[src/rtl/fetch_unit_pkg.sv]
// Shared processor definitions used by the fetch stage: FSM state type and bubble word.
package fetch_unit_pkg;

    typedef enum logic {
        RUN    = 1'b0,
        HALTED = 1'b1
    } fetch_state_e;

    // addi x0,x0,0
    localparam logic [31:0] NOP_WORD = 32'h0000_0013;

    localparam logic [15:0] REDIRECT_CNT_MAX = 16'hFFFF;

endpackage

[src/rtl/if_id_reg.sv]
// IF/ID pipeline register with load, hold and flush controls; flush wins over load.
module if_id_reg
    import fetch_unit_pkg::*;
#(
    parameter int unsigned PC_W      = 9,
    parameter logic [31:0] NOP_INSTR = NOP_WORD
) (
    input  logic            clk,
    input  logic            reset,
    input  logic            load,
    input  logic            flush,
    input  logic [PC_W-1:0] fetch_pc,
    input  logic [31:0]     fetch_instr,
    output logic [PC_W-1:0] pc,
    output logic [31:0]     instr,
    output logic            valid
);

    // Bubble on reset or flush, capture fetched word on load, otherwise hold.
    always_ff @(posedge clk or posedge reset) begin
        if (reset) begin
            pc    <= '0;
            instr <= NOP_INSTR;
            valid <= 1'b0;
        end else if (flush) begin
            pc    <= '0;
            instr <= NOP_INSTR;
            valid <= 1'b0;
        end else if (load) begin
            pc    <= fetch_pc;
            instr <= fetch_instr;
            valid <= 1'b1;
        end
    end

endmodule

[src/rtl/fetch_unit.sv]
// Instruction fetch stage: PC register, RUN/HALTED control, redirect bookkeeping and IF/ID.
module fetch_unit
    import fetch_unit_pkg::*;
#(
    parameter int unsigned PC_W      = 9,
    parameter logic [31:0] NOP_INSTR = NOP_WORD
) (
    input  logic            clk,
    input  logic            reset,
    input  logic            stall,
    input  logic            pc_sel,
    input  logic [31:0]     br_pc,
    input  logic            halt,
    output logic [PC_W-1:0] imem_addr,
    input  logic [31:0]     imem_rdata,
    output logic [PC_W-1:0] if_id_pc,
    output logic [31:0]     if_id_instr,
    output logic            if_id_valid,
    output logic            halted,
    output logic            misalign,
    output logic [15:0]     redirect_cnt
);

    fetch_state_e    state;
    logic [PC_W-1:0] pc;
    logic [PC_W-1:0] pc_next;
    logic            run;
    logic            take_redirect;
    logic            advance;
    logic            flush_ifid;

    // Target bits above the PC width are dropped by design.
    logic unused_br_hi;
    assign unused_br_hi = ^br_pc[31:PC_W];

    assign run           = (state == RUN);
    // Halt outranks both redirect and stall.
    assign take_redirect = run & pc_sel & ~halt;
    assign advance       = run & ~halt & ~pc_sel & ~stall;
    // Once halted the IF/ID register is kept as a bubble forever.
    assign flush_ifid    = ~run | halt | pc_sel;

    assign imem_addr = pc;
    assign halted    = (state == HALTED);

    // Next PC: word-aligned redirect target, sequential step, or hold.
    always_comb begin
        pc_next = pc;
        if (take_redirect) begin
            pc_next = {br_pc[PC_W-1:2], 2'b00};
        end else if (advance) begin
            pc_next = pc + PC_W'(4);
        end
    end

    // PC, FSM state and redirect bookkeeping.
    always_ff @(posedge clk or posedge reset) begin
        if (reset) begin
            pc           <= '0;
            state        <= RUN;
            misalign     <= 1'b0;
            redirect_cnt <= '0;
        end else begin
            pc <= pc_next;
            if (run && halt) begin
                state <= HALTED;
            end
            if (take_redirect && (br_pc[1:0] != 2'b00)) begin
                misalign <= 1'b1;
            end
            if (take_redirect && (redirect_cnt != REDIRECT_CNT_MAX)) begin
                redirect_cnt <= redirect_cnt + 16'd1;
            end
        end
    end

    if_id_reg #(
        .PC_W      (PC_W),
        .NOP_INSTR (NOP_INSTR)
    ) u_if_id_reg (
        .clk         (clk),
        .reset       (reset),
        .load        (advance),
        .flush       (flush_ifid),
        .fetch_pc    (pc),
        .fetch_instr (imem_rdata),
        .pc          (if_id_pc),
        .instr       (if_id_instr),
        .valid       (if_id_valid)
    );

endmodule

[config.mk]
export PLATFORM = sky130hd
export DESIGN_NAME = fetch_unit
export DESIGN_NICKNAME = d
export VERILOG_FILES = /design/src/rtl/fetch_unit_pkg.sv /design/src/rtl/if_id_reg.sv /design/src/rtl/fetch_unit.sv
export SDC_FILE = /design/constraint.sdc
export NUM_CORES = 1
export LEC_CHECK = 0
export CAP_MARGIN = 20
export CORE_AREA = 2 2 92 94
export DETAILED_ROUTE_END_ITERATION = 12
export DIE_AREA = 0 0 94 96
export PLACE_DENSITY = 0.79
export SYNTH_ARGS = -nofsm -noshare
export SYNTH_HDL_FRONTEND = slang
export SYNTH_SLANG_ARGS = --single-unit
[constraint.sdc]
create_clock -name clk -period 3.6 [get_ports clk]
set_input_delay 0.36 -clock clk [delete_from_list [all_inputs] [get_ports clk]]
set_output_delay 0.36 -clock clk [all_outputs]
set_load 0.02 [all_outputs]
Word level (Yosys, flattened, before mapping)
Cells that the tools add are included.
- $add $sub $neg: 2
- equality and inequality tests: 1
- mux-type cells: 8
- bitwise operators: 11
- reductions and logical operators: 6
- operators with widths (operator ; number):
    $mux 32 ; 2
    $mux 9 ; 4
    $add 16x1->16 const B ; 1
    $ne 16x16->1 const B ; 1
    $add 9x3->9 const B ; 1
    $reduce_bool 2->1 ; 3
    $and 1x1->1 ; 5
    $not 1->1 ; 4
    $logic_and 1x1->1 ; 3
    $mux 1 ; 2
    $or 1x1->1 ; 2
- register bits after elaboration: 69
- output and inout bits: 69
- word-level logic and storage cells: 35

Depth between registers and ports, before layout
Gate-level depths: netlist (run 1).
- word-level depth: 6
- mapped depth: 7
- gate-level depth less buffers: 5

Cells and area by module
Synthesis (run 1) repeated with hierarchy kept, for this count alone.
- cell total of the unflattened synthesis: 254
- area, all modules: 3019.1 µm²
- by module, submodules not included (module ; instances ; cells an instance ; area an instance (µm²) ; seq. area each (µm²)):
    if_id_reg ; 1 ; 137 ; 1734.2 ; 1054.8
    fetch_unit ; 1 ; 117 ; 1285.0 ; 625.6

Worst setup path before layout (run 1)
Ideal clock, no wire load.
- path type: register -> register
- from: reg redirect_cnt[11]
- to: reg redirect_cnt[1]
- setup time: 128 ps
- arrival time: 1576 ps
- required time: 3472 ps
- path slack: 1896 ps
- stages on the path, launching flop included: 5
- path buffers: 0
- period minus slack after synthesis: 1704 ps
- cells stage by stage: dfrtp_1 nand4_1 nor4_4 nor2_2 mux2_1
- longest elaborated chain between the ends: 2
- ends and longest elaborated chain (what ; line ; source):
    start: declaration ; fetch_unit.sv:21 ; output logic [15:0] redirect_cnt
    start signal: assignment ; fetch_unit.sv:72 ; redirect_cnt <= redirect_cnt + 16'd1;
    $ne 16x16->1 ; fetch_unit.sv:71 ; if (take_redirect && (redirect_cnt != REDIRECT_CNT_MAX)) begin
    $logic_and 1x1->1 ; fetch_unit.sv:71 ;
Every way passes these cells.
A chain may end at the register's enable or synchronous reset.

Worst setup path after layout (run 1)
- from: in pc_sel
- to: reg pc[5] (netlist: imem_addr[5])
- longest elaborated chain between the ends: 4
- elaborated cells between the ends (all ways): 7
- those cells by class: 1 x mux; 5 x bitwise; 1 x reduce/logical
- ends and longest elaborated chain (what ; line ; source):
    start: declaration ; fetch_unit.sv:11 ; input logic pc_sel,
    $not 1->1 ; fetch_unit.sv:39 ; assign advance = run & ~halt & ~pc_sel & ~stall;
    $and 1x1->1 (2 in series) ; fetch_unit.sv:39 ;
    $reduce_bool 2->1 (no line) ; -- ;
    end signal: assignment ; fetch_unit.sv:64 ; pc <= pc_next;
    end: declaration ; fetch_unit.sv:25 ; logic [PC_W-1:0] pc;
Parallel ways exist; a longest one is shown, timed or not.

==> results.toml, run 1 <==
[outcome]
status = "finished, final reports clean"

[drt]
drc = 0
drt_pass1_iterations = 4
wl_um = 6870
drt_iter0_drc = 84
ant_nets = 0
via_per_inst = 4.948
routedWlPerCell_um = 15.40
vias = 2207

[clock_tree]
cts.sinks = 66
cts_max_level = 3
cts_buffers = 9
clockBufferDepth = 2
cts_resized = 0
root_buffer = "clkbuf_8"
postCtsSetupRepairBufs = 0
postCtsHoldBufs = 0
cts_tree = "yes"
clkTransAtPathRegs_ns = 0.07
insertion_delay_ns = 0.33

[critical_path]
required_ns = 3.85
critical_path_arrival_ns = 2.17
crit_path_start_kind = "primary input"
cp_max_fo = 14
crit_type = "primary input to flip-flop"
critical_path.endpoint_type = "flip-flop"

[synthesis]
ys_ff_latch = 66
synth_warnings = 0
synth.top_cell.area_share_pct = 57.67
synth_area_leader_cell = "dfrtp_1"
synth.avg_cell_area_sq_um = 12.43
synth_area_leaders = "dfrtp_1 (58%), a22o_1 (12%), xor2_1 (5.1%)"
netlist_area_sq_um = 2734
ys_seq_area_share_pct = 60.55
postSynthCellCount = 220
synth_cell_types = 40

[die]
die_w_um = 94
start_util_pct = 33.95
num_rows = 33
design.die.area_sq_um = 9024
core_sq_um = 8051
fp.dieH_um = 96
ioPinCount = 138

[grt]
track_usage_pct = 15.60
grt_max_degree = 47
antenna_found_initial = 0
grt_pass1_wl_um = 10900
grt-ovfl-total = 0
grt_pass1_vias = 2261

[sta]
maxSlewHeadroom_pct = 47.11
finalWorstSetupSlack_ns = 1.680
rsz0062_at_grt = "false"
fin_crit_sh_pct = 53.33
slew_viol_final = 0
tns_ns = 0
hold_viol_final = 0
period_needed_ns = 1.920
fmax_ghz = 0.5209
worst_pin_slew_ns = 0.7874
fin_skew_ns = 0.007868
setup_viol = 0

[placement]
hpwl_um = 4963
io_buffer_count = 112
place.gp.congestion = 0.8402
post-place-ws_ns = 1.269

[final_layout]
drive_gt1_share_pct = 9.091
nNetsFinal = 407
antenna_cells = 0
fin_util_pct = 51.69
area_delta_synth_final_pct = 52.22

[pwr]
p_per_area_nw_per_um2 = 362.2
leakage_uw = 0.001811
finalPower_uw = 1507
ir_drop_v = 0.0001881

[hold_path]
worstHoldPathType = "primary input to async pin"

[job]
maxCapViolations = 0
## worst max-delay path, stage by stage
cell	delay, ns
clkdlybuf4s50_1	0.55
nor4_4	0.72
nand4_1	0.21
xor2_1	0.18
o21ai_0	0.13
## flip-flops by register name (all words and copies together) (netlist names)
signal             flops
redirect_cnt          16
u_if_id_reg.valid      1
imem_addr              7
u_if_id_reg.instr     32
halted                 1
misalign               1
u_if_id_reg.pc         8
## layout by cell type, fill, tap and decap left out, types with 3 or more instances in the layout
cell type / netlist / final
clkdlybuf4s50_1: 0 / 112
dfrtp_1: 63 / 63
nor3_1: 7 / 7
clkbuf_8: 0 / 9
xnor2_1: 4 / 4
a22o_1: 36 / 36
o21ai_0: 5 / 5
buf_4: 3 / 5
dfstp_2: 3 / 3
nor2_1: 5 / 5
nand2_1: 17 / 17
nand4_1: 7 / 7
nand3_1: 7 / 7
xor2_1: 16 / 16
nor4_1: 3 / 3
o22a_1: 3 / 3
## worst paths after layout
check / from / end / slack (ns) / depth (start not counted)
setup / recovery: pc_sel / imem_addr[5]$_DFFE_PP0P_ / 1.68 / 5
hold / removal: reset / u_if_id_reg.instr[12]$_DFFE_PP0P_ / 0.35 / 2
setup reg to reg: halted$_DFFE_PP0P_ / imem_addr[5]$_DFFE_PP0P_ / 1.78 / 4
hold reg to reg: misalign$_DFFE_PP0P_ / misalign$_DFFE_PP0P_ / 0.47 / 1
max in group asynchronous: reset / u_if_id_reg.pc[4]$_DFFE_PP0P_ / 2.31 / 3
min in group clk: misalign$_DFFE_PP0P_ / misalign$_DFFE_PP0P_ / 0.47 / 1
## metrics by stage
stage / hold WS, ns / instance area (sq um) / cells
2_1_floorplan: 0.4322 / 2738 / 221
3_3_place_gp: 0.4574 / 3966 / 430
3_5_place_dp: 0.4552 / 3966 / 430
4_1_cts: 0.3635 / 4161 / 446
5_1_grt: 0.3786 / 4161 / 446
6_report: 0.3516 / 4161 / 446
## cell usage after synthesis, drive strengths merged
master,number
o22a,3
clkbuf,2
nor2,6
or4,1
nor3b,2
nor4b,1
nand4,7
mux2,1
inv,3
nand3,7
ha,2
nand2,17
o21ai,7
nand2b,1
nor4,5
a31oi,1
xor2,16
buf,11
or3,1
xnor2,4
and4,2
dfrtp,63
o211ai,1
dfstp,3
and3,2
nor2b,1
a21oi,1
a22o,36
a22oi,1
and2,2
nor3,9
conb,1
## report_power, final
group	leakage [uW]	total, uW	internal [uW]	switching, uW
logic	0.000829	131	74.9	55.8
clock network	0.0000925	604	321	283
registers	0.000890	773	754	18.7
## cells by family (layout without fill, tap and decap cells)
family | count (synthesis) | after routing | synth area share [%]
AO/OA/AOI/OAI | 50 | 50 | 14.74
XOR/XNOR | 20 | 20 | 6.407
adder cells (fa/ha/maj) | 2 | 2 | 0.9152
buffers and inverters | 16 | 136 | 2.975
flip-flops | 66 | 66 | 60.55
multiplexers | 1 | 1 | 0.4119
other | 1 | 2 | 0.1372
AND/OR/NAND/NOR | 64 | 64 | 13.87
## final cells by class
type | instances | area (sq um)
clock buffers | 10 | 127.6
clock inverters | 6 | 67.56
fillers | 747 | 3890
inverters | 3 | 11.26
multi-input cells | 139 | 1010
flip-flops and latches | 66 | 1655
well taps | 105 | 131.4
repair buffers | 117 | 1159
## layer usage
layer,vias to the layer above,part of all wire (%),track usage [%]
met4,0,1.4,5.435
met2,80,49,25.77
met1,1077,42,18.94
li1,1041,-,-
met3,9,7.0,5.638
met5,-,0,0
Note: power is estimated with default switching activity, not from simulation.
==> run 2, diff against run 1 <==
==> constraint.sdc (replaced) <==
create_clock -name clk -period 1.8 [get_ports clk]
set_input_delay 0.18 -clock clk [delete_from_list [all_inputs] [get_ports clk]]
set_output_delay 0.18 -clock clk [all_outputs]
set_load 0.02 [all_outputs]
==> run 2 against run 1 <==
Critical path depth fell by 3. Largest cell class unchanged. Combinational power is 110% higher. Global-route usage shrank 0.22 points. Clock skew is 0.00061 ns lower. Highest routed layer unchanged.
==> results.toml, run 2 (synthesis gave the netlist of run 1 again) <==
[outcome]
status = "finished, final reports clean"

[clock_tree]
cts_tree = "yes"
root_buffer = "clkbuf_8"
postCtsSetupRepairBufs = 0
insertion_delay_ns = 0.33
cts.sinks = 66
cts_buffers = 9
cts_resized = 0
cts_max_level = 3
clockBufferDepth = 2
postCtsHoldBufs = 0
clkTransAtPathRegs_ns = 0.08

[drt]
drt_pass1_iterations = 4
ant_nets = 0
via_per_inst = 4.896
routedWlPerCell_um = 14.67
drc = 0
drt_iter0_drc = 54
vias = 2262
wl_um = 6777

[critical_path]
crit_type = "flip-flop to primary output"
crit_family = "buffers and inverters"
crit_path_start_kind = "flip-flop"
cp_num_buf_inv = 2
slowest_stage = "clkdlybuf4s50_1"
slowest_delay_ns = 0.60
critical_path_arrival_ns = 1.47
cp_max_fo = 4
r2r_start = "redirect_cnt[0]$_DFFE_PP0P_"
startpoint = "redirect_cnt[4]$_DFFE_PP0P_"
critical_path.endpoint_type = "primary output"
required_ns = 1.62
crit_chain = "buf_4 -> clkdlybuf4s50_1"

[pwr]
seq_power_share_pct = 50.2
netSwitchingPower_uw = 733.0
cell_internal_pwr_uw = 2341
p_per_area_nw_per_um2 = 711.6
p_sw_share_pct = 23.85
pwr-share-clk_pct = 41.0
comb_power_share_pct = 8.8
ir_drop_v = 0.0003098
leakage_uw = 0.001891

[sta]
finalWorstSetupSlack_ns = 0.1452
fmax_ghz = 0.6043
tns_ns = 0
fin_crit_sh_pct = 91.93
setup_viol = 0
period_needed_ns = 1.655
worst_pin_slew_ns = 0.5291
slew_viol_final = 0
fin_skew_ns = 0.007255
rsz0062_at_grt = "false"
worst_hold_slack_ns = 0.2628
maxSlewHeadroom_pct = 64.73
hold_viol_final = 0

[placement]
post-place-ws_ns = -0.09466
place.gp.congestion = 0.8284
io_buffer_count = 112
hpwl_um = 4987

[final_layout]
fillers = 694
layout_common_cells = "clkdlybuf4s50_1 (112), dfrtp_1 (63), a22o_1 (36)"
reg_top3 = "u_if_id_reg.instr: 32 flops, redirect_cnt: 16 flops, u_if_id_reg.pc: 8 flops"
largest_reg_flops = 32
largest-register = "u_if_id_reg.instr"
area_delta_synth_final_pct = 57.99
nNetsFinal = 423
fin_util_pct = 53.64
antenna_cells = 0
layout_commonest_cell = "clkdlybuf4s50_1"
drive_gt1_share_pct = 13.45

[die]
num_rows = 33
ioPinCount = 138
core_sq_um = 8051
die_w_um = 94
design.die.area_sq_um = 9024
start_util_pct = 33.95
fp.dieH_um = 96

[grt]
track_usage_pct = 15.38
grt_max_degree = 44
antenna_found_initial = 0
grt-ovfl-total = 0
grt_pass1_wl_um = 10820
grt_pass1_vias = 2239

[job]
maxCapViolations = 0

[hold_path]
worstHoldPathType = "primary input to async pin"
## run 2: tightest hold or removal path, stage by stage
cell	delay (ns)
clkdlybuf4s50_1	0.44
clkinvlp_4	0.08
buf_4	0.28
## run 2: through the flow
stage                     instances  instance area, sq um  power (uW)
after global routing            462                  4319        3212
after global placement          446                  4115        1841
after floorplan                 221                  2741        1657
final                           462                  4319        3074
after detailed placement        446                  4115        1847
after CTS                       462                  4319        3110
## run 2: final timing paths
path                       cells past startpoint  slack (ns)                           endpoint
max reg2reg                                    6        0.21        redirect_cnt[9]$_DFFE_PP0P_
min                                            3        0.26      u_if_id_reg.pc[1]$_DFFE_PP0P_
max                                            2        0.15                    redirect_cnt[4]
min reg2reg                                    1        0.47               misalign$_DFFE_PP0P_
max in group asynchronous                      3        1.07  u_if_id_reg.instr[15]$_DFFE_PP0P_
min in group clk                               3        0.37           imem_addr[8]$_DFFE_PP0P_
## run 2: cell type report
class | count | area, sq um | area share (%)
clock buffers | 10 | 137.6 | 3.187
multi-input cells | 139 | 1010 | 23.38
well taps | 105 | 131.4 | 3.042
repair buffers | 133 | 1304 | 30.19
clock inverters | 6 | 66.31 | 1.535
flip-flops and latches | 66 | 1655 | 38.33
inverters | 3 | 15.01 | 0.3476
## run 2: power by group through the flow
stage | clock network [uW] | logic, uW | registers [uW]
floorplan | 0 | 61.4 | 1600
global placement | 0 | 270 | 1570
detailed placement | 0 | 275 | 1570
CTS | 1290 | 276 | 1540
global route | 1370 | 292 | 1550
finish | 1260 | 271 | 1540
## run 2: routing by layer
metal,global-route usage [%],up-vias,share of wire [%]
met1,19.95,1119,45
met4,4.227,0,0.55
met3,5.482,4,5.7
met5,0,-,0
met2,24.52,67,49
li1,-,1072,-
